## config.mk

```make
export PLATFORM = sky130hd
export DESIGN_NAME = pwm_pattern_bank_flat
export DESIGN_NICKNAME = d
export VERILOG_FILES = /design/src/rtl/pwm_pkg.sv /design/src/rtl/pwm_pattern_bank_if.sv /design/src/rtl/pwm_channel.sv /design/src/rtl/pwm_pattern_bank.sv /design/src/flat_wrapper.sv
export SDC_FILE = /design/constraint.sdc
export NUM_CORES = 1
export LEC_CHECK = 0
export ABC_AREA = 1
export CAP_MARGIN = 20
export CELL_PAD_IN_SITES_DETAIL_PLACEMENT = 0
export CELL_PAD_IN_SITES_GLOBAL_PLACEMENT = 1
export CORE_UTILIZATION = 45
export CTS_CLUSTER_SIZE = 28
export DETAILED_ROUTE_END_ITERATION = 7
export HOLD_SLACK_MARGIN = 0.05
export PLACE_DENSITY = 0.78
export SLEW_MARGIN = 20
export SYNTH_ARGS = -nofsm -noshare
export SYNTH_HDL_FRONTEND = slang
export SYNTH_SLANG_ARGS = --single-unit
```

## constraint.sdc

```tcl
create_clock -name sys_clk -period 3.7 [get_ports sys_clk]
set_clock_uncertainty 0.05 [all_clocks]
set_input_delay 0.74 -clock sys_clk [delete_from_list [all_inputs] [get_ports sys_clk]]
set_output_delay 0.74 -clock sys_clk [all_outputs]
set_load 0.1 [all_outputs]
```

## src/rtl/pwm_pkg.sv

```systemverilog
// Shared command and channel-state encodings for the PWM pattern bank.
package pwm_pkg;

  typedef enum logic [1:0] {
    CMD_STOP    = 2'd0,
    CMD_RUN     = 2'd1,
    CMD_BURST   = 2'd2,
    CMD_PATTERN = 2'd3
  } cmd_t;

  typedef enum logic [1:0] {
    ST_IDLE    = 2'd0,
    ST_RUN     = 2'd1,
    ST_BURST   = 2'd2,
    ST_PATTERN = 2'd3
  } state_t;

  localparam int CH_IDX_W = 8;
  localparam int PULSE_W  = 8;

endpackage

```

## src/rtl/pwm_pattern_bank_if.sv

```systemverilog
// Configuration write channel: valid/ready request with per-field payload and a reject pulse.
interface pwm_pattern_bank_if #(
  parameter int CNT_WIDTH = 16,
  parameter int PAT_WIDTH = 32
);
  logic                 cfg_valid;
  logic                 cfg_ready;
  logic [7:0]           cfg_ch;
  logic [1:0]           cfg_cmd;
  logic [CNT_WIDTH-1:0] cfg_period;
  logic [CNT_WIDTH-1:0] cfg_duty;
  logic [7:0]           cfg_pulses;
  logic [PAT_WIDTH-1:0] cfg_pat;
  logic                 cfg_err;

  modport master (
    output cfg_valid, cfg_ch, cfg_cmd, cfg_period, cfg_duty, cfg_pulses, cfg_pat,
    input  cfg_ready, cfg_err
  );

  modport slave (
    input  cfg_valid, cfg_ch, cfg_cmd, cfg_period, cfg_duty, cfg_pulses, cfg_pat,
    output cfg_ready, cfg_err
  );
endinterface

```

## src/rtl/pwm_channel.sv

```systemverilog
// One PWM channel: period counter plus IDLE/RUN/BURST/PATTERN FSM; outputs are registered
// from next-cycle values so pwm_out/valid line up with the counter value of the same cycle.
module pwm_channel
  import pwm_pkg::*;
#(
  parameter int CNT_WIDTH = 16,
  parameter int PAT_WIDTH = 32
) (
  input  logic                 sys_clk,
  input  logic                 sys_rst_n,
  input  logic                 pend,
  input  cmd_t                 cmd,
  input  logic [CNT_WIDTH-1:0] period,
  input  logic [CNT_WIDTH-1:0] duty,
  input  logic [PULSE_W-1:0]   pulses,
  input  logic [PAT_WIDTH-1:0] pat,
  output logic                 apply,
  output logic                 out,
  output logic                 busy,
  output logic                 valid
);
  localparam int IDX_W = (PAT_WIDTH > 1) ? $clog2(PAT_WIDTH) : 1;

  state_t               state;
  logic [CNT_WIDTH-1:0] cnt;
  logic [CNT_WIDTH-1:0] cnt_inc;
  logic [CNT_WIDTH-1:0] per_q;
  logic [CNT_WIDTH-1:0] duty_q;
  logic [PULSE_W-1:0]   left;
  logic [PAT_WIDTH-1:0] pat_q;
  logic [IDX_W-1:0]     idx;
  logic [IDX_W-1:0]     idx_inc;
  logic                 wrap;
  logic                 gate;

  assign wrap    = (state != ST_IDLE) && (cnt == per_q - CNT_WIDTH'(1));
  // Stop bypasses the wrap wait; anything else waits so no runt pulse is emitted.
  assign apply   = pend && ((state == ST_IDLE) || (cmd == CMD_STOP) || wrap);
  assign cnt_inc = cnt + CNT_WIDTH'(1);
  assign idx_inc = (idx == IDX_W'(PAT_WIDTH - 1)) ? '0 : idx + IDX_W'(1);
  assign gate    = (state != ST_PATTERN) || pat_q[idx];
  assign busy    = (state != ST_IDLE);

  always_ff @(posedge sys_clk or negedge sys_rst_n) begin
    if (!sys_rst_n) begin
      state  <= ST_IDLE;
      cnt    <= '0;
      per_q  <= '0;
      duty_q <= '0;
      left   <= '0;
      pat_q  <= '0;
      idx    <= '0;
      out    <= 1'b0;
      valid  <= 1'b0;
    end else begin
      valid <= 1'b0;
      if (apply) begin
        cnt    <= '0;
        idx    <= '0;
        per_q  <= period;
        duty_q <= duty;
        pat_q  <= pat;
        left   <= pulses;
        case (cmd)
          CMD_RUN: begin
            state <= ST_RUN;
            out   <= (duty != '0);
          end
          CMD_BURST: begin
            if (pulses == '0) begin
              state <= ST_IDLE;
              out   <= 1'b0;
              valid <= 1'b1;
            end else begin
              state <= ST_BURST;
              out   <= (duty != '0);
              valid <= (pulses == PULSE_W'(1)) && (period == CNT_WIDTH'(1));
            end
          end
          CMD_PATTERN: begin
            state <= ST_PATTERN;
            out   <= pat[0] && (duty != '0);
          end
          default: begin
            state <= ST_IDLE;
            out   <= 1'b0;
          end
        endcase
      end else if (wrap) begin
        cnt <= '0;
        case (state)
          ST_BURST: begin
            if (left == PULSE_W'(1)) begin
              state <= ST_IDLE;
              out   <= 1'b0;
            end else begin
              left  <= left - PULSE_W'(1);
              out   <= (duty_q != '0);
              valid <= (left == PULSE_W'(2)) && (per_q == CNT_WIDTH'(1));
            end
          end
          ST_PATTERN: begin
            idx <= idx_inc;
            out <= pat_q[idx_inc] && (duty_q != '0);
          end
          default: out <= (duty_q != '0);
        endcase
      end else if (state != ST_IDLE) begin
        cnt   <= cnt_inc;
        out   <= gate && (cnt_inc < duty_q);
        // Flag lands on the last cycle of the final burst period.
        valid <= (state == ST_BURST) && (left == PULSE_W'(1)) &&
                 (cnt_inc == per_q - CNT_WIDTH'(1));
      end else begin
        out <= 1'b0;
      end
    end
  end

endmodule

```

## src/rtl/pwm_pattern_bank.sv

```systemverilog
// Bank of independent PWM channels: write decode, per-channel pending shadows and
// registered ready/error; the channels themselves live in pwm_channel.
module pwm_pattern_bank
  import pwm_pkg::*;
#(
  parameter int NUM_CHANNELS = 4,
  parameter int CNT_WIDTH    = 16,
  parameter int PAT_WIDTH    = 32
) (
  input  logic                    sys_clk,
  input  logic                    sys_rst_n,
  pwm_pattern_bank_if.slave       cfg,
  output logic [NUM_CHANNELS-1:0] pwm_out,
  output logic [NUM_CHANNELS-1:0] pwm_busy,
  output logic [NUM_CHANNELS-1:0] pwm_valid
);
  logic                    accept;
  logic                    bad;
  logic                    ready_q;
  logic                    err_q;
  logic [NUM_CHANNELS-1:0] pending;
  logic [NUM_CHANNELS-1:0] pending_nxt;
  logic [NUM_CHANNELS-1:0] hit;
  logic [NUM_CHANNELS-1:0] apply;

  cmd_t                 sh_cmd    [NUM_CHANNELS];
  logic [CNT_WIDTH-1:0] sh_period [NUM_CHANNELS];
  logic [CNT_WIDTH-1:0] sh_duty   [NUM_CHANNELS];
  logic [PULSE_W-1:0]   sh_pulses [NUM_CHANNELS];
  logic [PAT_WIDTH-1:0] sh_pat    [NUM_CHANNELS];

  assign accept        = cfg.cfg_valid && ready_q;
  assign bad           = (cfg.cfg_ch >= CH_IDX_W'(NUM_CHANNELS)) ||
                         ((cfg.cfg_period == '0) && (cfg.cfg_cmd != CMD_STOP));
  assign cfg.cfg_ready = ready_q;
  assign cfg.cfg_err   = err_q;

  always_comb begin
    hit = '0;
    for (int i = 0; i < NUM_CHANNELS; i++) begin
      hit[i] = accept && !bad && (cfg.cfg_ch == CH_IDX_W'(i));
    end
    pending_nxt = (pending & ~apply) | hit;
  end

  // Ready looks ahead at the pending flags so it drops on the acceptance edge itself.
  always_ff @(posedge sys_clk or negedge sys_rst_n) begin
    if (!sys_rst_n) begin
      pending <= '0;
      ready_q <= 1'b0;
      err_q   <= 1'b0;
    end else begin
      pending <= pending_nxt;
      ready_q <= ~|pending_nxt;
      err_q   <= accept && bad;
    end
  end

  always_ff @(posedge sys_clk) begin
    for (int i = 0; i < NUM_CHANNELS; i++) begin
      if (hit[i]) begin
        sh_cmd[i]    <= cmd_t'(cfg.cfg_cmd);
        sh_period[i] <= cfg.cfg_period;
        sh_duty[i]   <= cfg.cfg_duty;
        sh_pulses[i] <= cfg.cfg_pulses;
        sh_pat[i]    <= cfg.cfg_pat;
      end
    end
  end

  for (genvar g = 0; g < NUM_CHANNELS; g++) begin : g_ch
    pwm_channel #(
      .CNT_WIDTH (CNT_WIDTH),
      .PAT_WIDTH (PAT_WIDTH)
    ) u_ch (
      .sys_clk   (sys_clk),
      .sys_rst_n (sys_rst_n),
      .pend      (pending[g]),
      .cmd       (sh_cmd[g]),
      .period    (sh_period[g]),
      .duty      (sh_duty[g]),
      .pulses    (sh_pulses[g]),
      .pat       (sh_pat[g]),
      .apply     (apply[g]),
      .out       (pwm_out[g]),
      .busy      (pwm_busy[g]),
      .valid     (pwm_valid[g])
    );
  end

endmodule
```

## src/flat_wrapper.sv

```systemverilog
// flat-port wrapper written by rule: the top's interface ports become plain ports
module pwm_pattern_bank_flat import pwm_pkg::*;
#(
  parameter int NUM_CHANNELS = 4,
  parameter int CNT_WIDTH    = 16,
  parameter int PAT_WIDTH    = 32
)
  (sys_clk, sys_rst_n, pwm_out, pwm_busy, pwm_valid, cfg_cfg_valid, cfg_cfg_ch, cfg_cfg_cmd, cfg_cfg_period, cfg_cfg_duty, cfg_cfg_pulses, cfg_cfg_pat, cfg_cfg_ready, cfg_cfg_err);
  pwm_pattern_bank_if #(.CNT_WIDTH(CNT_WIDTH), .PAT_WIDTH(PAT_WIDTH)) cfg_i ();
  input  logic sys_clk;
  input  logic sys_rst_n;
  output logic [NUM_CHANNELS-1:0] pwm_out;
  output logic [NUM_CHANNELS-1:0] pwm_busy;
  output logic [NUM_CHANNELS-1:0] pwm_valid;
  input wire logic [$bits(cfg_i.cfg_valid)-1:0] cfg_cfg_valid;
  input wire logic [$bits(cfg_i.cfg_ch)-1:0] cfg_cfg_ch;
  input wire logic [$bits(cfg_i.cfg_cmd)-1:0] cfg_cfg_cmd;
  input wire logic [$bits(cfg_i.cfg_period)-1:0] cfg_cfg_period;
  input wire logic [$bits(cfg_i.cfg_duty)-1:0] cfg_cfg_duty;
  input wire logic [$bits(cfg_i.cfg_pulses)-1:0] cfg_cfg_pulses;
  input wire logic [$bits(cfg_i.cfg_pat)-1:0] cfg_cfg_pat;
  output wire logic [$bits(cfg_i.cfg_ready)-1:0] cfg_cfg_ready;
  output wire logic [$bits(cfg_i.cfg_err)-1:0] cfg_cfg_err;
  assign cfg_i.cfg_valid = cfg_cfg_valid;
  assign cfg_i.cfg_ch = cfg_cfg_ch;
  assign cfg_i.cfg_cmd = cfg_cfg_cmd;
  assign cfg_i.cfg_period = cfg_cfg_period;
  assign cfg_i.cfg_duty = cfg_cfg_duty;
  assign cfg_i.cfg_pulses = cfg_cfg_pulses;
  assign cfg_i.cfg_pat = cfg_cfg_pat;
  assign cfg_cfg_ready = cfg_i.cfg_ready;
  assign cfg_cfg_err = cfg_i.cfg_err;
  pwm_pattern_bank #(.NUM_CHANNELS(NUM_CHANNELS), .CNT_WIDTH(CNT_WIDTH), .PAT_WIDTH(PAT_WIDTH)) u_core (.sys_clk(sys_clk), .sys_rst_n(sys_rst_n), .cfg(cfg_i), .pwm_out(pwm_out), .pwm_busy(pwm_busy), .pwm_valid(pwm_valid));
endmodule
```

==> results of run 1 <==
-- routing by layer --
| metal | track usage | up-vias | part of all wire |
|---|---|---|---|
| met4 | 0.0803 | 0 | 0.028 |
| met2 | 0.408 | 873 | 0.45 |
| met1 | 0.367 | 13805 | 0.45 |
| li1 | - | 14309 | - |
| met5 | 0 | - | 0 |
| met3 | 0.0493 | 161 | 0.073 |
-- flip-flops by register name (all words and copies together) (netlist names), 20 cells and up --
signal,flops
u_core.g_ch.u_ch.pat_q,128
u_core.g_ch.u_ch.idx,20
u_core.g_ch.u_ch.per_q,64
u_core.sh_period,64
u_core.sh_duty,64
u_core.sh_pat,128
u_core.sh_pulses,32
u_core.g_ch.u_ch.left,32
u_core.g_ch.u_ch.cnt,64
u_core.g_ch.u_ch.duty_q,64
-- power by group --
| part | internal (mW) | switching, mW |
|---|---|---|
| sequential | 8.09 | 0.109 |
| clock | 4.75 | 3.26 |
| combinational | 0.330 | 0.630 |
-- critical path, cell delays in order --
cell and delay [ns]:
sky130_fd_sc_hd__clkdlybuf4s50_1 0.66, sky130_fd_sc_hd__nor4_1 0.99, sky130_fd_sc_hd__nand4_1 0.19, sky130_fd_sc_hd__nor2_1 0.15, sky130_fd_sc_hd__nor2_1 0.07, sky130_fd_sc_hd__nand2_1 0.09
sky130_fd_sc_hd__nor2_1 0.05, sky130_fd_sc_hd__nand2_1 0.18, sky130_fd_sc_hd__inv_2 0.08, sky130_fd_sc_hd__buf_12 0.17, sky130_fd_sc_hd__buf_12 0.17
-- cell usage in the layout, fill, tap and decap left out, types with 67 or more instances in the layout --
| master | n |
|---|---|
| sky130_fd_sc_hd__dfrtp_1 | 394 |
| sky130_fd_sc_hd__inv_1 | 447 |
| sky130_fd_sc_hd__nor2_1 | 292 |
| sky130_fd_sc_hd__xor2_1 | 71 |
| sky130_fd_sc_hd__nand4_1 | 70 |
| sky130_fd_sc_hd__clkdlybuf4s50_1 | 92 |
| sky130_fd_sc_hd__a21oi_1 | 100 |
| sky130_fd_sc_hd__nand3_1 | 365 |
| sky130_fd_sc_hd__o21ai_0 | 308 |
| sky130_fd_sc_hd__clkbuf_16 | 79 |
| sky130_fd_sc_hd__buf_4 | 67 |
| sky130_fd_sc_hd__edfxtp_1 | 296 |
| sky130_fd_sc_hd__ha_1 | 92 |
| sky130_fd_sc_hd__nand2_1 | 1309 |
-- through the flow --
step                 util  cells  worst slack [ns]  total power [mW]  hold WS (ns)
floorplan               -   4255             0.286              8.78         0.368
CTS                 0.518   5496             0.479              17.3         0.100
detailed placement  0.484   5352           -0.0794              9.30         0.376
finish              0.518   5496             0.460              17.2         0.110
global route        0.518   5496             0.146              17.7         0.145
global placement    0.484   5352          -0.00847              9.29         0.370
-- worst max-delay path by stage --
stage	slack, ns	cells after the start	startpoint	to
after floorplan	0.29	7	cfg_cfg_ch[5]	u_core.sh_cmd[1][0]
after global placement	-0.008	11	cfg_cfg_period[0]	u_core.sh_period[0][1]
after detailed placement	-0.08	11	cfg_cfg_period[0]	u_core.sh_period[0][1]
after CTS	0.48	14	u_core.g_ch[0].u_ch.per_q[0]	u_core.g_ch[0].u_ch.pat_q[13]
after global routing	0.15	17	u_core.g_ch[3].u_ch.per_q[0]	u_core.g_ch[3].u_ch.pat_q[6]
final	0.46	11	cfg_cfg_period[0]	u_core.sh_pat[0][20]
-- layout make-up --
class | instances | area (um^2)
clock buffer | 93 | 2080
clock inverter | 51 | 572
fill | 7430 | 38000
inverter | 464 | 1750
multi-input combinational | 2966 | 14500
sequential | 690 | 18700
tap | 1050 | 1310
timing repair buffer | 182 | 1880
-- logic make-up (layout without fill, tap and decap cells) --
kind of cell             count (synthesis)  after routing  synth area share
XOR/XNOR                               108            108            0.0264
AND/OR/NAND/NOR                       2239           2239             0.268
AO/OA/AOI/OAI                          527            527            0.0791
adder cells (fa/ha/maj)                 92             92            0.0322
flip-flops                             690            690             0.524
buffers and inverters                  599            790            0.0698
==> impl_results.md, run 1 <==
* Result of the run: finished, final reports clean
* Number of sinks handled by clock tree synthesis at 690
* Placer's final routability congestion estimate at 0.952
* Placement Cell Area at 0.0382 mm^2
* Post-detail-place hpwl at 77500 um
* Most frequently used flop master after synthesis: sky130_fd_sc_hd__dfrtp_1
* DRT antenna net count at 0
* Global-route congestion overflow total at 0
* Pwr dens at 420 mW/mm^2
* Total standard cell area after synthesis at 0.0358 mm^2
* Wire length of the first global-routing pass at 162000 um
* CP Max Fanout at 18
* TritonCTS clock tree: yes
* Max-capacitance violation count at 0
* Core area at 0.0789 mm^2
* Crit path DAT at 3.58 ns
* Initial standard-cell utilization of the core at 0.453
* Total number of nets in the final design at 4559
* Overall global routing resource usage at 0.261
* Endpoint of the worst register-to-register path: u_core.g_ch[0].u_ch.pat_q[21]
* Unrepaired setup endpoints after global routing: no
* Clock buffer depth at 3
* Number of search-and-repair iterations in the first detailed-routing pass at 6
* Root Driver: sky130_fd_sc_hd__clkbuf_16
* Worst Path Required at 4.04 ns
* Seq/Total Area, Yosys at 0.524
* Drt initial violations at 2682
* Die footprint at 0.0806 mm^2
* Via count of the first global-routing pass at 27693
* Area overhead of the layout relative to synthesis at 14.3%
* Count of yosys warnings during synthesis at 0
* Count of vias placed by the detailed router at 29148
* Reg-to-reg critical path startpoint: u_core.g_ch[0].u_ch.per_q[0]
* Kind of launch point of the worst setup path: input pin
* Post-CTS Setup Repair Bufs at 0
* Area share of the largest cell type after synthesis at 0.276
* Hold_buf cts at 0
* Clock Latency Late Sink at 0.63 ns
* Minimum clock period after layout at 3.24 ns
* Maximum number of pins on one net before global-route repair at 83
* Diode count at 0
* Actual transition at the worst max-transition pin at 1.05 ns
* Leak Pwr at 18.1 nW
* IO Pins at 99
* Die Span Y at 284 um
* Type of the worst min-delay path: input pin to async pin
* Avg WL per Cell at 19.1 um
* Final wirelength at 105000 um
* Post-synth cell types at 46
* Syn_nets at 4432
* Endpoints failing setup at 0
* Synth top cells by count: 1309 x sky130_fd_sc_hd__nand2_1, 451 x sky130_fd_sc_hd__inv_1, 394 x sky130_fd_sc_hd__dfrtp_1
* Library cell with the largest summed area after synthesis: sky130_fd_sc_hd__dfrtp_1
* Count of buffers from port buffering at 98
* Slew headroom at 0.294
* Final cycle utilization of the critical path at 0.876
* Endpoint class of the critical path: flop
* Max Slew Vio Count at 0
* Via density per instance at 5.30
* Number of standard cells after synthesis at 4255
* Number of antenna violations at the first check in global routing at 15
* Final Hold Violating Endpoints at 0
* Floorplan row count at 103
* Main area contributors after synthesis: sky130_fd_sc_hd__dfrtp_1 28%, sky130_fd_sc_hd__edfxtp_1 25%, sky130_fd_sc_hd__nand2_1 14%, sky130_fd_sc_hd__nand3_1 5.1%, sky130_fd_sc_hd__inv_1 4.7%
* Dominant cell by count in the synthesized netlist: sky130_fd_sc_hd__nand2_1
* Mean area per synthesized cell at 8.41 um^2
* Worst IR Drop VDD at 0.000336 V
* Total CTS buffers at 78
* Die width at 284 um
* Sum Neg Setup Slack at 0 ns
* Peak Freq at 0.309 GHz
* Setup Crit Path Kind: input pin to flop
* Clock Pin Slew Worst Setup and Hold Paths at 0.06 ns
* Count of flip-flops with a built-in enable after synthesis at 296
* Async S/R FF share, synth at 0.571
* Number of gates resized after CTS at 0
* Reg2reg path depth at 15
* Design area at 0.0409 mm^2
* Fraction of final layout cells with drive strength greater than 1 at 0.0650
* Number of storage elements in the synthesis netlist at 690
* DRC errors left at 0
* Reg-to-reg slack, setup at 0.47 ns
* H-tree depth at 3
No activity file was read; power rests on OpenSTA's default activity.
==> run 2: changes to the inputs <==
--- a/config.mk
+++ b/config.mk
@@ -5,15 +5,15 @@
 export SDC_FILE = /design/constraint.sdc
 export NUM_CORES = 1
 export LEC_CHECK = 0
-export ABC_AREA = 1
 export CAP_MARGIN = 20
-export CELL_PAD_IN_SITES_DETAIL_PLACEMENT = 0
-export CELL_PAD_IN_SITES_GLOBAL_PLACEMENT = 1
-export CORE_UTILIZATION = 45
+export CELL_PAD_IN_SITES_DETAIL_PLACEMENT = 1
+export CELL_PAD_IN_SITES_GLOBAL_PLACEMENT = 2
+export CORE_UTILIZATION = 43
 export CTS_CLUSTER_SIZE = 28
 export DETAILED_ROUTE_END_ITERATION = 7
 export HOLD_SLACK_MARGIN = 0.05
-export PLACE_DENSITY = 0.78
+export PLACE_DENSITY = 0.81
+export REMOVE_ABC_BUFFERS = 1
 export SLEW_MARGIN = 20
 export SYNTH_ARGS = -nofsm -noshare
 export SYNTH_HDL_FRONTEND = slang
==> impl_results.md, run 2 <==
* Peak Freq at 0.275 GHz
* Reg-to-reg slack, setup at 0.07 ns
* Most frequently used flop master after synthesis: sky130_fd_sc_hd__dfrtp_1
* Clock Latency Late Sink at 0.63 ns
* Endpoint of the worst register-to-register path: u_core.g_ch[0].u_ch.out
* Relative contribution of combinational cells to total power at 0.150
* Avg WL per Cell at 25.9 um
* Design area at 0.0408 mm^2
* Kind of launch point of the worst setup path: flop
* Post-detail-place hpwl at 78300 um
* Internal power of the cells at 14.0 mW
* Area overhead of the layout relative to synthesis at 18.2%
* Minimum clock period after layout at 3.63 ns
* Count of flip-flops with a built-in enable after synthesis at 296
* P_sw at 5.20 mW
* Layout filler cell count at 8091
* Buffering stage count on the worst path with inverters included at 0
* TritonCTS clock tree: yes
* Type of the worst min-delay path: input pin to async pin
* Mean area per synthesized cell at 12.1 um^2
* DRT antenna net count at 0
* Wire length of the first global-routing pass at 165000 um
* Post-route core utilization at 0.515
* Count of yosys warnings during synthesis at 0
* Number of storage elements in the synthesis netlist at 690
* Post-Synth Adder-Cell Area at 0.0334
* Final wirelength at 108000 um
* Count of buffers from port buffering at 98
* Synth Area in Compound Gates at 0.0695
* Number of search-and-repair iterations in the first detailed-routing pass at 5
* Worst path max stage delay at 0.61 ns
* Worst setup path endpoint: u_core.g_ch[0].u_ch.out
* Worst IR Drop VDD at 0.000472 V
* Dominant cell by count in the synthesized netlist: sky130_fd_sc_hd__dfrtp_1
* Initial standard-cell utilization of the core at 0.436
* Root Driver: sky130_fd_sc_hd__clkbuf_16
* Die width at 285 um
* Clock Pin Slew Worst Setup and Hold Paths at 0.06 ns
* Seq/Total Area, Yosys at 0.543
* Number of standard cells after synthesis at 2858
* Actual transition at the worst max-transition pin at 1.13 ns
* Reg2reg path depth at 13
* Drt initial violations at 1904
* CP Max Fanout at 5
* # placed instances at 4024
* Via density per instance at 5.85
* Worst Hold Margin at 0.0928 ns
* Main area contributors after synthesis: sky130_fd_sc_hd__dfrtp_1 29%, sky130_fd_sc_hd__edfxtp_1 26%, sky130_fd_sc_hd__mux2_2 4.9%, sky130_fd_sc_hd__mux4_2 4.2%, sky130_fd_sc_hd__xnor2_1 3.5%
* Area share of the largest cell type after synthesis at 0.286
* Reg power frac at 0.442
* Unrepaired setup endpoints after global routing: yes
* Fraction of power spent switching nets at 0.271
* Count of vias placed by the detailed router at 24520
* Number of sinks handled by clock tree synthesis at 690
* IO Pins at 99
* Setup Crit Path Kind: flop to flop
* Commonest non-fill, non-tap cells in the layout: 392 x sky130_fd_sc_hd__dfrtp_1, 296 x sky130_fd_sc_hd__edfxtp_1, 240 x sky130_fd_sc_hd__nand2_1, 166 x sky130_fd_sc_hd__buf_4, 157 x sky130_fd_sc_hd__nor2_1
* Footprint of the multi-input gates at 0.0149 mm^2
* Endpoints failing setup at 0
* Total number of nets in the final design at 3245
* Post-synth cell types at 88
* Launching instance or port of the critical path: u_core.g_ch[0].u_ch.cnt[1]
* Library cell with the largest summed area after synthesis: sky130_fd_sc_hd__dfrtp_1
* Synth top cells by count: 394 x sky130_fd_sc_hd__dfrtp_1, 296 x sky130_fd_sc_hd__edfxtp_1, 241 x sky130_fd_sc_hd__nand2_1
* Post-synthesis mux area share at 0.125
* Simple-gate share of the synthesized area at 0.131
* Count of non-filler cells in the finished layout at 4193
* Final setup slack of the worst path at 0.0696 ns
* Total standard cell area after synthesis at 0.0345 mm^2
* Overall global routing resource usage at 0.267
* Combinational family with the most area after synthesis: simple AND/OR/NAND/NOR gates
* Via count of the first global-routing pass at 26177
* Floorplan row count at 103
* Leak Pwr at 17.3 nW
* Total CTS buffers at 77
* Area occupied by registers at 0.0188 mm^2
* Worst Path Required at 4.19 ns
* Die footprint at 0.0814 mm^2
* Most common library cell in the layout ignoring fill and taps: sky130_fd_sc_hd__dfrtp_1
* Slew headroom at 0.241
* Reg-to-reg critical path startpoint: u_core.g_ch[0].u_ch.cnt[1]
* Endpoint class of the critical path: flop
* H-tree depth at 3
* Placer's final routability congestion estimate at 0.910
* Fraction of final layout cells with drive strength greater than 1 at 0.201
* Global-route congestion overflow total at 0
* DRC errors left at 0
* Setup slack after placement at -0.349 ns
* Number of antenna violations at the first check in global routing at 5
* Placement Cell Area at 0.0376 mm^2
* Max-capacitance violation count at 0
* Hold_buf cts at 0
* Top cell family by delay on the critical path: simple AND/OR/NAND/NOR gates
* Core area at 0.0791 mm^2
* Levels on crit path at 13
* Crit path DAT at 4.12 ns
* Cell at the slowest stage of the critical path: sky130_fd_sc_hd__or4_4
* Async S/R FF share, synth at 0.571
* Result of the run: finished, final reports clean
* Share of power burned in the clock network at 0.407
* Maximum number of pins on one net before global-route repair at 75
* Xor/xnor cell area share of the yosys netlist at 0.0616
* Sequence of cells on the critical path: ha_4, nand2_1, or4_4, nor2_4, xor2_4, ha_1, nand4_1, nor4_2, o41ai_1, o2111ai_2, nor3_2, o21ai_2, a31oi_1
* Die Span Y at 285 um
* Final Hold Violating Endpoints at 0
* Registers with the highest flip-flop counts: u_core.g_ch.u_ch.pat_q x128, u_core.sh_pat x128
* Pwr dens at 470 mW/mm^2
* Max Slew Vio Count at 0
* Clock buffer depth at 3
* Final cycle utilization of the critical path at 0.981
==> run 2: metrics by stage <==
step | power [mW] | setup TNS, ns
6_report | 19.2 | 0
5_1_grt | 19.8 | -0.175
4_1_cts | 19.2 | -0.0915
3_5_place_dp | 11.4 | -48.27
3_3_place_gp | 11.2 | -3.79
2_1_floorplan | 10.2 | -1603.20
==> run 2: kinds of logic (layout without fill, tap and decap cells) <==
logic type	count (synthesis)	after routing
AOI/OAI and AO/OA	373	373
xor gates and xnor gates	237	237
adders and majority gates	92	92
buffers and inverters	286	560
DFF	690	690
muxes	324	324
other	0	10
and+or+nand+nor	856	857
==> run 2: layout make-up <==
cell class	count	share of cell area
sequential	690	0.460
antenna	10	0.000614
multi-input combinational	1883	0.366
timing repair buffer	285	0.0655
clock inverter	51	0.0133
tap	1050	0.0322
clock buffer	93	0.0502
inverter	131	0.0121
==> run 2: what timing repair did <==
action,4_1_cts,5_1_grt
pin swaps,2,15
setup buffers,1,11
resized for setup,19,59
setup endpoints to repair,150,256
gates cloned,0,3
endpoints found under the hold margin,0,0
==> run 2: power groups by stage <==
stage	sequential (mW)	clock (mW)	combinational, mW
6_report	8.48	7.81	2.88
5_1_grt	8.51	8.20	3.14
4_1_cts	8.47	7.94	2.80
3_5_place_dp	8.61	0	2.74
3_3_place_gp	8.59	0	2.66
2_1_floorplan	8.60	0	1.60
==> run 2: worst register-to-register path, stage by stage, from the launching register on <==
cell and delay [ns]:
sky130_fd_sc_hd__dfrtp_1 0.46, sky130_fd_sc_hd__ha_4 0.20, sky130_fd_sc_hd__nand2_1 0.12, sky130_fd_sc_hd__or4_4 0.61
sky130_fd_sc_hd__nor2_4 0.20, sky130_fd_sc_hd__xor2_4 0.20, sky130_fd_sc_hd__ha_1 0.27, sky130_fd_sc_hd__nand4_1 0.16
sky130_fd_sc_hd__nor4_2 0.09, sky130_fd_sc_hd__o41ai_1 0.12, sky130_fd_sc_hd__o2111ai_2 0.36, sky130_fd_sc_hd__nor3_2 0.34
sky130_fd_sc_hd__o21ai_2 0.16, sky130_fd_sc_hd__a31oi_1 0.21
==> run 2: routing by layer <==
layer  global-route usage  up-vias  wire length, um
met5                    0        -                0
met4               0.0842        0             3430
met3               0.0314      171             5110
met2                0.456      652            53700
met1                0.356    12779            46200
li1                     -    10918                -
==> run 2: worst min path at each step <==
stage	start	end
2_1_floorplan	u_core.sh_pat[1][10]	u_core.g_ch[1].u_ch.pat_q[10]
3_3_place_gp	u_core.sh_pat[1][11]	u_core.g_ch[1].u_ch.pat_q[11]
3_5_place_dp	u_core.sh_pat[1][16]	u_core.g_ch[1].u_ch.pat_q[16]
4_1_cts	sys_rst_n	u_core.g_ch[0].u_ch.cnt[9]
5_1_grt	sys_rst_n	u_core.g_ch[0].u_ch.cnt[9]
6_report	sys_rst_n	u_core.g_ch[0].u_ch.cnt[9]
